<file path="src/rtl/uart_tx_fifo_drain.sv">
// UART transmitter draining an 8-bit registered-output FIFO: start, 8 data bits LSB first,
// optional parity (macro UART_TX_PARITY_EN), then STOP_BITS stop bits on a registered tx_o.
module uart_tx_fifo_drain #(
    parameter int CLKS_PER_BIT = 347,
    parameter int STOP_BITS    = 1
) (
    input  logic       clk,
    input  logic       rst,
    input  logic       tx_en_i,
`ifdef UART_TX_PARITY_EN
    input  logic       parity_odd_i,
`endif
    input  logic [7:0] fifo_data_i,
    input  logic       fifo_empty_i,
    output logic       fifo_n_re_o,
    output logic       tx_o,
    output logic       busy_o,
    output logic       byte_done_o
);

    localparam int               CNT_W     = $clog2(CLKS_PER_BIT);
    localparam logic [CNT_W-1:0] CNT_LAST  = CNT_W'(CLKS_PER_BIT - 1);
    localparam logic [CNT_W-1:0] CNT_PRE   = CNT_W'(CLKS_PER_BIT - 2);
    localparam logic [2:0]       STOP_LAST = 3'(STOP_BITS - 1);

    typedef enum logic [2:0] {
        IDLE  = 3'd0,
        POP   = 3'd1,
        LOAD  = 3'd2,
        START = 3'd3,
        DATA  = 3'd4,
        STOP  = 3'd5
`ifdef UART_TX_PARITY_EN
        , PARITY = 3'd6
`endif
    } state_t;

    state_t           state, state_n;
    logic [CNT_W-1:0] cnt, cnt_n;
    logic [2:0]       bit_idx, idx_n;
    logic [7:0]       shift, shift_n;
    logic [1:0]       settle, settle_n;
    logic             tx_n, busy_n, done_n, n_re_n;
    logic             bit_end;
`ifdef UART_TX_PARITY_EN
    logic             par, par_n;
`endif

    always_ff @(posedge clk or negedge rst) begin
        if (!rst) begin
            state       <= IDLE;
            cnt         <= '0;
            bit_idx     <= '0;
            shift       <= '0;
            settle      <= '0;
            tx_o        <= 1'b1;
            busy_o      <= 1'b0;
            byte_done_o <= 1'b0;
            fifo_n_re_o <= 1'b1;
`ifdef UART_TX_PARITY_EN
            par         <= 1'b0;
`endif
        end else begin
            state       <= state_n;
            cnt         <= cnt_n;
            bit_idx     <= idx_n;
            shift       <= shift_n;
            settle      <= settle_n;
            tx_o        <= tx_n;
            busy_o      <= busy_n;
            byte_done_o <= done_n;
            fifo_n_re_o <= n_re_n;
`ifdef UART_TX_PARITY_EN
            par         <= par_n;
`endif
        end
    end

    always_comb begin
        state_n  = state;
        cnt_n    = cnt;
        idx_n    = bit_idx;
        shift_n  = shift;
        settle_n = settle;
        done_n   = 1'b0;
        bit_end  = (cnt == CNT_LAST);
`ifdef UART_TX_PARITY_EN
        par_n    = par;
`endif
        case (state)
            IDLE: begin
                // Settle hides the FIFO empty flag lag so a last byte is never popped twice
                if (settle != 2'd0)
                    settle_n = settle - 2'd1;
                else if (tx_en_i && !fifo_empty_i)
                    state_n = POP;
            end
            POP: state_n = LOAD;
            LOAD: begin
                shift_n = fifo_data_i;
                cnt_n   = '0;
                idx_n   = '0;
                state_n = START;
`ifdef UART_TX_PARITY_EN
                par_n   = (^fifo_data_i) ^ parity_odd_i;
`endif
            end
            START: begin
                cnt_n = bit_end ? '0 : cnt + 1'b1;
                if (bit_end) state_n = DATA;
            end
            DATA: begin
                cnt_n = bit_end ? '0 : cnt + 1'b1;
                if (bit_end) begin
                    shift_n = {1'b0, shift[7:1]};
                    if (bit_idx == 3'd7) begin
                        idx_n = '0;
`ifdef UART_TX_PARITY_EN
                        state_n = PARITY;
`else
                        state_n = STOP;
`endif
                    end else begin
                        idx_n = bit_idx + 3'd1;
                    end
                end
            end
`ifdef UART_TX_PARITY_EN
            PARITY: begin
                cnt_n = bit_end ? '0 : cnt + 1'b1;
                if (bit_end) state_n = STOP;
            end
`endif
            STOP: begin
                cnt_n  = bit_end ? '0 : cnt + 1'b1;
                // Registered one cycle early so the pulse lands on the final stop cycle
                done_n = (bit_idx == STOP_LAST) && (cnt == CNT_PRE);
                if (bit_end) begin
                    if (bit_idx == STOP_LAST) begin
                        idx_n    = '0;
                        settle_n = 2'd2;
                        state_n  = IDLE;
                    end else begin
                        idx_n = bit_idx + 3'd1;
                    end
                end
            end
            default: state_n = IDLE;
        endcase

        case (state_n)
            START:   tx_n = 1'b0;
            DATA:    tx_n = shift_n[0];
`ifdef UART_TX_PARITY_EN
            PARITY:  tx_n = par_n;
`endif
            default: tx_n = 1'b1;
        endcase
        busy_n = (state_n != IDLE);
        n_re_n = (state_n != POP);
    end

endmodule

</file>
<file path="config.mk">
export PLATFORM = sky130hd
export DESIGN_NAME = uart_tx_fifo_drain
export DESIGN_NICKNAME = d
export VERILOG_FILES = /design/src/rtl/uart_tx_fifo_drain.sv
export SDC_FILE = /design/constraint.sdc
export NUM_CORES = 1
export LEC_CHECK = 0
export ABC_AREA = 1
export BUFFER_PORTS_ARGS = -buffer_cell sky130_fd_sc_hd__buf_4
export CAP_MARGIN = 20
export CELL_PAD_IN_SITES_DETAIL_PLACEMENT = 1
export CELL_PAD_IN_SITES_GLOBAL_PLACEMENT = 1
export CORE_MARGIN = 1
export CORE_UTILIZATION = 25
export DETAILED_ROUTE_END_ITERATION = 12
export GPL_ROUTABILITY_DRIVEN = 0
export PLACE_DENSITY = 0.55
export SYNTH_ARGS = -nofsm -noshare
export SYNTH_HDL_FRONTEND = slang
export SYNTH_SLANG_ARGS = --single-unit
</file>
<file path="constraint.sdc">
create_clock -name clk -period 1.8 [get_ports clk]
set_clock_uncertainty 0.15 [all_clocks]
set_input_delay 0.09 -clock clk [delete_from_list [all_inputs] [get_ports clk]]
set_output_delay 0.09 -clock clk [all_outputs]
set_load 0.02 [all_outputs]
</file>
==> metrics.txt, run 1 <==
outcome finished clean; antenna cells 0; total power 1300 µW; wire per inst 13.1 µm; crit path max fanout 4; PnR worst setup slack 0.0588 ns; crit start category flip-flop; CTS buffer count 5; fraction of final layout cells sized beyond drive strength 1 32.4%; sum of negative setup slack 0 ns; Worst EP required 1.82 ns; worst reg2reg setup slack 0.06 ns; placed insts 302; Max VDD drop 0.282 mV; final slew viol count 0; Design Area, Final 0.00227 mm²; Clock transition at path regs 0.07 ns; via/cell ratio 4.52; DRC 0; 1st-pass router iterations 4; Synth async-reset ratio 100%; Setup WS pre-CTS 0.00868 ns; Main synth FF type dfrtp_1; RSZ-0062 raised after global routing yes; H-tree depth 2; clk buf depth 2; clk_lat worst skew 0.28 ns; YS warnings 0; Max Freq 574 MHz; Tightest Pin Transition 0.408 ns; DRT antenna net count 0; Synth Register Bits 29; final net count 265; number of antenna violations at the first check in global routing 0; Final HPWL DP 3120 µm; Clock Sinks 29; Die Y 83.6 µm; Tmin final 1.74 ns; PD cells 571 mW/mm²; port bufs 15; Finished Layout Cells 324; Layout area overhead 36.5%; Initial Util 26.0%; Setup Crit Path Kind flip-flop to flip-flop; syn_nets 216; boundary pin count 16; Post-synth EDFFs 0; Rel. slew slack 72.8%; total track usage 12.7%; Worst Path Arrival 1.76 ns; TritonCTS clock tree done; vias in the first global route 1531; final period utilization 96.7%; via count 1464; CP Capture Type flip-flop; placed instance area 0.00198 mm²; Leak 0.00111 µW; hold crit path type primary input to flip-flop; core area 0.00639 mm²; first-pass GRT wire length 7060 µm; Die ar. 0.00698 mm²; register area share after synthesis 43.8%; total of max-cap violations 0; cell row count 29; DR iter-0 viols 17; final WL 4240 µm; Post-Syn Area 0.00166 mm²; clk root buf clkbuf_8; grt total ovfl 0; die width 83.6 µm; Netlist cell types 32; Mean Syn Cell Area 8.44 µm²; Post-Syn Instances 197; final setup fails 0; hold violation count in the final report 0; largest net degree at the start of global routing 30
[worst max-delay path: stages, from the launching register on]
cell and delay (ns):
dfrtp_1 0.39, inv_2 0.09, ha_4 0.13, nand2_2 0.06, nor2_4 0.17, nand2_4 0.11, nand2_8 0.10, nand2_2 0.06
nor2_4 0.09, nand3_2 0.07, or2_1 0.21
[path summary, 6_finish.rpt]
kind,end,startpoint,cells past startpoint
max,busy_o,cnt[0],10
min,shift[0],fifo_data_i[0],4
max reg2reg,busy_o,cnt[0],10
min reg2reg,settle[0],settle[0],2
max in group asynchronous,tx_o,rst,2
min in group asynchronous,cnt[6],rst,2
[power by group]
group          leakage [µW]  internal, µW  switching (µW)
clock             0.0000455           312             260
sequential         0.000341           661            4.60
combinational      0.000727          33.1            25.6
[synth_stat cells, drive strengths merged (2+ instances only)]
cell type,count,area share (%)
ha,7,5.3
dfstp,2,3.2
dfrtp,27,41
nor2,19,7.4
o22ai,4,1.5
a21oi,3,0.90
o21ai,10,3.9
or2,2,0.75
nand3,18,7.4
nor3,2,0.60
inv,28,6.3
nand2,62,17
xor2,3,1.6
nand4,5,1.9
[state kept, by name (all words and copies together) (netlist names)]
| name | cells |
|---|---|
| state | 3 |
| byte_done_o | 1 |
| tx_o | 1 |
| settle | 2 |
| shift | 8 |
| bit_idx | 3 |
| cnt | 9 |
| fifo_n_re_o | 1 |
| busy_o | 1 |
[layer usage]
layer  vias to the layer above  wire, µm  global-route usage (%)
met5                         -         0                       0
met4                         0        55                    4.62
met3                         5        92                    2.67
met2                        15      2190                    22.3
met1                       719      1900                    15.4
li1                        725         -                       -
[logic make-up (layout without fill, tap and decap cells)]
kind of cell	count (synthesis)	in the layout	synth area share [%]
flops	29	29	43.8
buf+inv	29	79	6.62
compound gates	20	20	7.60
fa+ha+maj	7	7	5.27
simple gates	109	109	35.1
xor+xnor	3	3	1.58
[layout make-up]
class                      instances  area (µm²)
inverter                          29         110
sequential                        29         728
clock buffer                       8        90.1
tap                               77        96.3
multi-input combinational        139         882
fill                             765        4120
timing repair buffer              42         363
[stage by stage]
step	hold WS [ns]	util, %
3_5_place_dp	-0.0926	31.0
3_3_place_gp	-0.0919	31.0
6_report	0.000181	35.5
5_1_grt	0.0266	35.5
2_1_floorplan	-0.356	-
4_1_cts	0.00503	33.9
[placed cells by master, fill, tap and decap left out, types with 2 or more instances in the layout]
master,instances
ha_1,6
inv_1,19
dfrtp_1,27
o22ai_1,4
xor2_1,3
nor2_1,10
clkbuf_1,2
buf_4,31
nand3_4,2
nand2_4,4
nand2_1,50
nor2_8,2
nor3_1,2
dfstp_2,2
nor2_2,3
nand3_2,3
o21ai_0,7
nand3_1,13
dlygate4sd3_1,9
nand4_1,5
inv_2,9
a21oi_1,3
buf_12,2
nand2_2,7
clkbuf_8,6
nor2_4,4
[repair_timing]
action                                 CTS  global route
buffers inserted                         0             5
endpoints found under the hold margin   37             0
pin swaps                                1             7
hold buffers                             9             0
resized for setup                        1            17
setup endpoints to repair                2            11
Power figures use the tool's default switching activity.
==> run 2, diff against run 1 <==
--- a/config.mk
+++ b/config.mk
@@ -6,7 +6,7 @@
 export NUM_CORES = 1
 export LEC_CHECK = 0
 export ABC_AREA = 1
-export BUFFER_PORTS_ARGS = -buffer_cell sky130_fd_sc_hd__buf_4
+export BUFFER_PORTS_ARGS = -buffer_cell sky130_fd_sc_hd__buf_2
 export CAP_MARGIN = 20
 export CELL_PAD_IN_SITES_DETAIL_PLACEMENT = 1
 export CELL_PAD_IN_SITES_GLOBAL_PLACEMENT = 1
==> run 2 against run 1 <==
Hold slack improved by 0.25 ns. Sequential share of layout area is 0.21 points lower. Global-route usage rose by 0.44 points. Flip-flop and latch count stayed put. Via count is 0.82% higher. Non-clock buffer count is 9 higher. Setup slack lost 0.020 ns. Utilization grew 0.29 points. First-iteration DRC count increased by 5.9%. Clock power is 6.5% lower. Critical path type unchanged. Highest routed layer unchanged. Count of clock-buffer cells in the layout unchanged.
==> metrics.txt, run 2 (synthesis results as in run 1) <==
hold violation count in the final report 0; Finished Layout Cells 333; Final HPWL DP 3070 µm; Die Y 83.6 µm; crit start category flip-flop; antenna cells 0; Tightest Pin Transition 0.711 ns; cell row count 29; PD cells 549 mW/mm²; DRC 0; clk root buf clkbuf_8; DR iter-0 viols 18; 1st-pass router iterations 4; sum of negative setup slack 0 ns; number of antenna violations at the first check in global routing 0; clk_lat worst skew 0.28 ns; CP Capture Type flip-flop; max reg flops 9; final setup fails 0; Layout area overhead 37.6%; Clock transition at path regs 0.06 ns; die width 83.6 µm; final slew viol count 0; Max Freq 568 MHz; WL met1 1870 µm; Die ar. 0.00698 mm²; largest net degree at the start of global routing 30; Design Area, Final 0.00229 mm²; core area 0.00639 mm²; top flop regs cnt: 9 flops, shift: 8 flops; DRT antenna net count 0; H-tree depth 2; Internal Power 965 µW; placed instance area 0.00194 mm²; first-pass GRT wire length 7260 µm; Seq pwr share 53.0%; wire per inst 12.7 µm; Leak 0.00115 µW; power share of the clock group 42.6%; Worst EP required 1.82 ns; total of max-cap violations 0; Setup Crit Path Kind flip-flop to flip-flop; port bufs 15; final net count 274; final WL 4230 µm; Tmin final 1.76 ns; Initial Util 26.0%; hold crit path type primary input to asynchronous set/reset pin; Clock Sinks 29; placed insts 302; fraction of final layout cells sized beyond drive strength 1 34.0%; CTS buffer count 5; WL met3 97 µm; most frequent cells in the layout 49 x nand2_1, 26 x dfrtp_1, 24 x buf_4, 21 x inv_1, 15 x buf_2; outcome finished clean; Biggest register cnt; vias in the first global route 1482; Max VDD drop 0.244 mV; crit path max fanout 4; DR top layer met4; sw power 290 µW; most common cell after layout, fill and taps aside nand2_1; TritonCTS clock tree done; total track usage 13.2%; Rel. slew slack 52.6%; boundary pin count 16; worst reg2reg setup slack 0.04 ns; final period utilization 97.9%; Switching Share 23.1%; power share of the combinational group 4.4%; grt total ovfl 0; RSZ-0062 raised after global routing yes; Worst Path Arrival 1.78 ns; met2 wire length 2190 µm; via count 1476; via/cell ratio 4.43; total power 1260 µW; clk buf depth 2
-- run 2: final timing paths --
kind	start	end	depth (start not counted)
max in group asynchronous	rst	state[0]	2
worst max register to register	cnt[0]	busy_o	10
worst min-delay path	rst	cnt[5]	2
worst max-delay path	cnt[0]	busy_o	10
min in group clk	settle[0]	settle[0]	2
worst min register to register	settle[0]	settle[0]	2
-- run 2: timing repair --
item	4_1_cts	5_1_grt
buffers inserted	0	12
endpoints found under the hold margin	36	0
pin swaps	0	10
hold buffers	11	0
gates resized for setup	1	19
endpoints found under the setup margin	1	15
-- run 2: cell type report --
type	count	area (µm²)
Fill cell	776	4100
Multi-Input combinational cell	139	887
Sequential cell	29	729
Timing Repair Buffer	51	385
Inverter	29	110
Tap cell	77	96.3
Clock buffer	8	80.1
-- run 2: critical path, cell delays in order, from the launching register on --
cell and delay, ns:
dfrtp_1 0.39, inv_2 0.09, ha_4 0.14, nand2_4 0.05, nor2_4 0.14, nand2_4 0.11, nand2_4 0.09, nand2_4 0.05
nor2_4 0.12, nand3_2 0.09, or2_1 0.23
-- run 2: metal layers --
layer / GRT usage [%] / vias to the layer above
li1: - / 741
met1: 15.9 / 709
met4: 5.55 / 0
met3: 2.97 / 9
met2: 22.6 / 17
met5: 0 / -
-- run 2: power by group through the flow --
| stage | logic (µW) | clock network, µW | registers [µW] |
|---|---|---|---|
| global placement | 38.5 | 0 | 677 |
| floorplan | 10.5 | 0 | 676 |
| global route | 63.9 | 588 | 666 |
| CTS | 57.0 | 561 | 665 |
| detailed placement | 38.8 | 0 | 677 |
| finish | 55.0 | 535 | 666 |
-- run 2: per-stage QoR --
step | worst slack [ns] | hold WS, ns | util (%)
after floorplan | 0.0717 | -0.356 | -
after global placement | 0.0353 | 0.0458 | 30.4
after detailed placement | 0.0122 | 0.0434 | 30.4
after CTS | 0.00226 | 0.281 | 33.5
after global routing | -0.0620 | 0.320 | 35.8
final | 0.0385 | 0.251 | 35.8
